--- config.mk ---
export PLATFORM = sky130hd
export DESIGN_NAME = hazard_forward_unit
export DESIGN_NICKNAME = d
export VERILOG_FILES = /design/src/rtl/hazard_forward_unit.sv
export SDC_FILE = /design/constraint.sdc
export NUM_CORES = 1
export LEC_CHECK = 0
export BUFFER_PORTS_ARGS = -buffer_cell sky130_fd_sc_hd__clkbuf_2
export CAP_MARGIN = 20
export CORE_MARGIN = 1
export CORE_UTILIZATION = 31
export DETAILED_ROUTE_END_ITERATION = 10
export PLACE_DENSITY = 0.87
export SLEW_MARGIN = 40
export SYNTH_ARGS = -nofsm -noshare
export SYNTH_HDL_FRONTEND = slang
export SYNTH_SLANG_ARGS = --single-unit
export TNS_END_PERCENT = 5
--- constraint.sdc ---
create_clock -name clk -period 1.7 [get_ports clk]
set_input_delay 0.34 -clock clk [delete_from_list [all_inputs] [get_ports clk]]
set_output_delay 0.34 -clock clk [all_outputs]
set_load 0.05 [all_outputs]
--- src/rtl/hazard_forward_unit.sv ---
// hazard_forward_unit: data-hazard unit for the five-stage RISC-V core.
// Drives the EX operand forwarding selects, detects load-use hazards and holds
// decode for LOAD_USE_LAT bubble cycles, and optionally tracks outstanding
// long-latency writebacks in a register scoreboard.
// Optional feature: define HFU_SCOREBOARD_EN to build the scoreboard; without
// it sb_count/sb_full are tied to zero and the lsu_* inputs are ignored.
module hazard_forward_unit #(
    parameter  int AW           = 5,
    parameter  int NUM_SRC      = 2,
    parameter  int NUM_STAGES   = 2,
    parameter  int LOAD_USE_LAT = 1,
    parameter  int MAX_OUT      = 4,
    localparam int SW           = $clog2(NUM_STAGES + 1),
    localparam int CW           = $clog2(MAX_OUT + 1)
) (
    input  logic                    clk,
    input  logic                    rst,
    input  logic [NUM_SRC*AW-1:0]   ex_rs,
    input  logic [NUM_STAGES*AW-1:0] fwd_rd,
    input  logic [NUM_STAGES-1:0]   fwd_regwrite,
    input  logic [NUM_SRC*AW-1:0]   id_rs,
    input  logic [NUM_SRC-1:0]      id_rs_used,
    input  logic                    ex_is_load,
    input  logic                    ex_regwrite,
    input  logic [AW-1:0]           ex_rd,
    input  logic                    flush,
    input  logic                    lsu_issue,
    input  logic                    lsu_done,
    input  logic [AW-1:0]           lsu_issue_rd,
    input  logic [AW-1:0]           lsu_done_rd,
    output logic [NUM_SRC*SW-1:0]   fwd_sel,
    output logic                    stall,
    output logic                    bubble,
    output logic                    sb_full,
    output logic [CW-1:0]           sb_count
);

    localparam int CNTW = $clog2(LOAD_USE_LAT + 1);

    typedef enum logic {
        IDLE,
        HOLD
    } lu_state_t;

    lu_state_t       state, state_next;
    logic [CNTW-1:0] cnt, cnt_next;
    logic            lu_stall;
    logic            id_reads_ex_rd;
    logic            ld_haz;
    logic            sb_haz;

    // Forwarding select per operand: scan oldest to youngest so the youngest match is kept.
    always_comb begin
        fwd_sel = '0;
        for (int s = 0; s < NUM_SRC; s++) begin
            for (int k = NUM_STAGES; k >= 1; k--) begin
                // NOTE: blocking assignments in combinational logic, so a later
                // (younger) match simply overwrites an older one within the pass.
                if (fwd_regwrite[k-1] &&
                    (fwd_rd[(k-1)*AW +: AW] != '0) &&
                    (fwd_rd[(k-1)*AW +: AW] == ex_rs[s*AW +: AW])) begin
                    fwd_sel[s*SW +: SW] = SW'(k);
                end
            end
        end
    end

    // Does any used ID operand read the register the EX instruction writes?
    always_comb begin
        id_reads_ex_rd = 1'b0;
        for (int s = 0; s < NUM_SRC; s++) begin
            if (id_rs_used[s] && (id_rs[s*AW +: AW] == ex_rd)) begin
                id_reads_ex_rd = 1'b1;
            end
        end
    end

    assign ld_haz = ex_is_load & ex_regwrite & (ex_rd != '0) & id_reads_ex_rd;

    // Load-use FSM state and bubble counter register.
    always_ff @(posedge clk) begin
        // NOTE: non-blocking assignments for all sequential state, so every
        // flop samples the pre-edge value regardless of statement order.
        if (rst) begin
            state <= IDLE;
            cnt   <= '0;
        end else begin
            state <= state_next;
            cnt   <= cnt_next;
        end
    end

    // Load-use next-state and stall decode; flush overrides the next state.
    always_comb begin
        // NOTE: every output of this block gets a default first, so no path
        // leaves a signal unassigned and no latch is inferred.
        state_next = state;
        cnt_next   = cnt;
        lu_stall   = 1'b0;
        case (state)
            IDLE: begin
                if (ld_haz) begin
                    lu_stall = 1'b1;
                    if (LOAD_USE_LAT > 1) begin
                        state_next = HOLD;
                        cnt_next   = CNTW'(LOAD_USE_LAT - 1);
                    end
                end
            end
            HOLD: begin
                lu_stall = 1'b1;
                cnt_next = cnt - CNTW'(1);
                if (cnt == CNTW'(1)) begin
                    state_next = IDLE;
                end
            end
            default: begin
                state_next = IDLE;
                cnt_next   = '0;
            end
        endcase
        if (flush) begin
            state_next = IDLE;
            cnt_next   = '0;
        end
    end

`ifdef HFU_SCOREBOARD_EN
    logic [(1<<AW)-1:0] pending;
    logic [CW-1:0]      count;
    logic               issue_v;

    // Writes to x0 never become outstanding.
    assign issue_v = lsu_issue && (lsu_issue_rd != '0);

    // Pending bits and outstanding count; issue is applied after done so it wins on the same rd.
    always_ff @(posedge clk) begin
        // NOTE: pending is a small flop array, not a RAM macro, so it is reset
        // explicitly; stale bits would stall decode forever after reset.
        if (rst) begin
            pending <= '0;
            count   <= '0;
        end else begin
            if (lsu_done) begin
                pending[lsu_done_rd] <= 1'b0;
            end
            if (issue_v) begin
                pending[lsu_issue_rd] <= 1'b1;
            end
            if (issue_v && !lsu_done) begin
                if (count != CW'(MAX_OUT)) begin
                    count <= count + CW'(1);
                end
            end else if (lsu_done && !issue_v) begin
                if (count != '0) begin
                    count <= count - CW'(1);
                end
            end
        end
    end

    // Protocol checks: no issue into a full scoreboard, no completion with nothing outstanding.
    always_ff @(posedge clk) begin
        if (!rst) begin
            assert (!(issue_v && !lsu_done && (count == CW'(MAX_OUT))));
            assert (!(lsu_done && (count == '0)));
        end
    end

    // Scoreboard hazard from the registered pending bits only (no same-cycle done bypass).
    always_comb begin
        sb_haz = 1'b0;
        for (int s = 0; s < NUM_SRC; s++) begin
            if (id_rs_used[s] && pending[id_rs[s*AW +: AW]]) begin
                sb_haz = 1'b1;
            end
        end
    end

    assign sb_count = count;
    assign sb_full  = (count == CW'(MAX_OUT));
`else
    logic unused_lsu;

    assign unused_lsu = ^{lsu_issue, lsu_done, lsu_issue_rd, lsu_done_rd};
    assign sb_haz     = 1'b0;
    assign sb_count   = '0;
    assign sb_full    = 1'b0;
`endif

    assign stall  = lu_stall | sb_haz;
    assign bubble = stall;

endmodule

# == After elaboration in Yosys (flattened, before gate mapping) ==
# Index checks and enable logic that the tools add are counted.
# classes
add_sub_neg,1
eq_ne,6
n_mux,9
bitwise,4
n_reduce_logical,13
# ops
op,count
$eq 5x5->1,6
$reduce_bool 5->1,3
$logic_and 1x1->1,8
$mux 2,4
$mux 1,4
$and 1x1->1,3
$reduce_or 3->1,1
$pmux 1 s2,1
$reduce_or 2->1,1
$not 1->1,1
$sub 1x1->1 const B,1
# totals
register_bits,2
out_inout_bits,10

# == Logic depth before layout (Yosys ltp) ==
# logic_depth
depth_word,7
mapped_depth,5
depth_no_buf,4

# == Least setup slack after synthesis ==
# OpenSTA, ideal clock, no wires.
# synth_path
path_type,input to output
from,input port fwd_rd[4]
to,output port fwd_sel[1]
t_arrival_ps,2705
t_required_ps,1360
slack_ps,-1345
cell_stages,4
n_path_buf,0
cell_sequence,xnor2_1 > nand3_1 > nor4_1 > nor4_2
# synth_via
elab_chain_len,4
word_cells_on_any_way,5
cone_classes,eq/ne: 1; mux: 1; reduce/logical: 3
# synth_lines
element,line_no,rtl
start: declaration,19,"input logic [NUM_STAGES*AW-1:0] fwd_rd,"
$reduce_bool 5->1,60,(fwd_rd[(k-1)*AW +: AW] != '0) &&
$logic_and 1x1->1,59,if (fwd_regwrite[k-1] &&
$logic_and 1x1->1 (*),60,
$mux 2 (*),59,
end: declaration,31,"output logic [NUM_SRC*SW-1:0] fwd_sel,"
# Every way passes the cells marked *; elsewhere a longest branch is shown, timed or not.

# == Worst setup path after layout ==
# layout_path
from,input port fwd_rd[9]
to,output port fwd_sel[1]
# layout_via
elab_chain_len,5
word_cells_on_any_way,6
cone_classes,eq/ne: 1; mux: 2; reduce/logical: 3
# layout_lines
element,line_no
$reduce_bool 5->1,60
$logic_and 1x1->1,59
$logic_and 1x1->1 (*),60
$mux 2 (*) (2 in a row),59
# Marked as above.

==> metrics.txt <==
Die ar.=0.00180 mm²; syn_area_per_cell=8.17 µm²; crit path time final=2070 ps; Wirelength per Cell=12.7 µm; n_diodes=0; Die W=approximately 42 µm; largest net degree at the start of global routing=4; Final TNS setup=-1090 ps; register area share after synthesis=7.90%; status=complete, but fails checks; clk_lat worst skew=210 ps; maximum vdd drop=609 µV; ANT nets after route=0; PortBufs=a little under 50; Yosys top cell area share=slightly below 30%; Final period util=122%; Core Rows=14; synth top area cells=xnor2_1, xor2_1, dfxtp_1, buf_4, or4_1; Top Family by Delay on Critical Path=simple AND/OR/NAND/NOR gates; violations in the final reports=setup timing; grt peak-use layer=met2; grt met3 use=approximately 2.6%; Area Overhead vs Synth=112%; Die Span Y=42.4 µm; Slew Limit Fails=0; first-pass GRT wire length=~2800 µm; Non-Filler Instances=146; # fillers=115; hpwl dp=1510 µm; synthesis-stage register bit count=2; Async SR Flop Fraction=0%; hold_buf cts=0; RD Place Congestion=0.759; Post-Syn Area=507 µm²; Routed WL=1860 µm; Max Root-Sink Buffers=2; unrepaired setup endpoints after global routing=true; Setup WS post-layout=-367 ps; leak pwr=0.523 nW; CP Launch Type=input pin; worst min-delay path class=input pin to register; Max H-tree Level=1; Worst Skew=roughly 0.93 ps; Power, Total=approximately 0.41 mW; fmax=0.484 GHz; Congestion Overflow GR=0; Pre-antenna DRT Iters=2; Initial DRC Count=1; DP Cell Count=141; worst-path fanout max=3; ordered cell list for the critical path=clkbuf_2 -> or4_1 -> o21ai_1 -> or4_4 -> nor4_4 -> clkbuf_8; Synth cell types=18; Pwr per Cell Area=378 mW/mm²; Post-synth top cells=xnor2_1, xor2_1, buf_4; layout cells sized above 1=66.2%; critical path type=input pin to primary output; hold_ws=between 300 and 400 ps; vias in the first global route=696; GRT Overall Usage=about a fifth; detailed-route via count=705; Synth Flop Type=dfxtp_1; Hold Fails Final Rpt=0; Core ar.=0.00152 mm²; WP buf/inv=2; Initial Util=33.3%; clk sinks=2; cell count after synthesis=between 60 and 70; CTS tree=built; Residual DRC=0; Synth Warn #=0; CTS clk-pin slew, worst paths=30 ps; count leader, synth=xnor2_1; I/O pin count=66; number of nets in the layout=188; arrival time at the worst endpoint=about 1700 ps; number of synthesized flops with an enable pin=0; initial antenna violation count=0; CTS Root Cell=clkbuf_4; post-synth top area cell=xnor2_1; Setup Viol. Count Final=4; met1 Use GR=19.4%; CP Capture Type=primary output; Worst EP required=between 1000 and 1500 ps; slowest CP cell=or4_4; CTS buffer count=3; vias per cell=4.83; CP peak stage delay=550 ps; max_cap viols=0; grt met2 use=40.6%
cells by family after synthesis:
logic type | after synthesis | synth area share, %
AOI/OAI and AO/OA | 4 | 5.93
xor gates and xnor gates | 31 | 53.6
buffers and inverters | 5 | 7.41
other | 1 | 0.740
and+or+nand+nor | 19 | 24.4
DFF | 2 | 7.90
through the flow:
stage	utilization [%]	cell area, µm²	worst slack, ps
after floorplan	-	577	-422
after global placement	60.7	925	-409
after detailed placement	60.7	925	-433
after CTS	65.8	1000	-340
after global routing	70.4	1070	-401
final	70.4	1070	-367
flip-flops by register name, summed over array words and instances (netlist names):
signal,flops
cnt,1
state,1
cells in the final DEF, fill, tap and decap left out:
master,count
buf_4,20
nor4b_1,1
or4_4,3
xnor2_2,6
o21ai_1,1
nor2_1,1
nand3_2,2
o21ai_4,1
xnor2_1,11
nand2_1,3
clkbuf_4,3
nand4_1,2
buf_8,1
or4_1,1
buf_6,1
o22ai_1,1
xor2_1,14
dfxtp_1,2
nor3_1,2
a41o_1,1
clkbuf_8,3
conb_1,4
clkbuf_2,42
nor4_4,4
per-layer routing:
layer,share of wire [%],wire [µm]
met5,0,0
met4,2.5,46
met3,7.3,136
met1,36,668
met2,54,1010
cell type report:
cell class / count / area [µm²] / share of cell area [%]
well taps: 16 / 20.0 / 1.87
clock buffers: 3 / 22.5 / 2.10
flip-flops and latches: 2 / 40.0 / 3.73
repair buffers: 67 / 428 / 39.9
multi-input cells: 58 / 562 / 52.4
path summary, 6_finish.rpt:
path         startpoint          to  slack, ps  cells past startpoint
min reg2reg         cnt       state        440                      1
min                 rst         cnt        300                      2
max reg2reg         cnt       state       1030                      1
max           fwd_rd[9]  fwd_sel[1]       -370                      6
report_power, final:
group,internal [mW],leakage [nW],switching [mW]
combinational,0.128,0.493,0.130
sequential,0.0473,0.0161,0
clock,0.0775,0.0138,0.0221
repair_timing:
item	CTS	global route
gates cloned	0	0
gates resized for setup	13	11
pin swaps	2	7
buffers inserted	0	2
setup endpoints to repair	6	6
(Power assumes the default switching activity.)
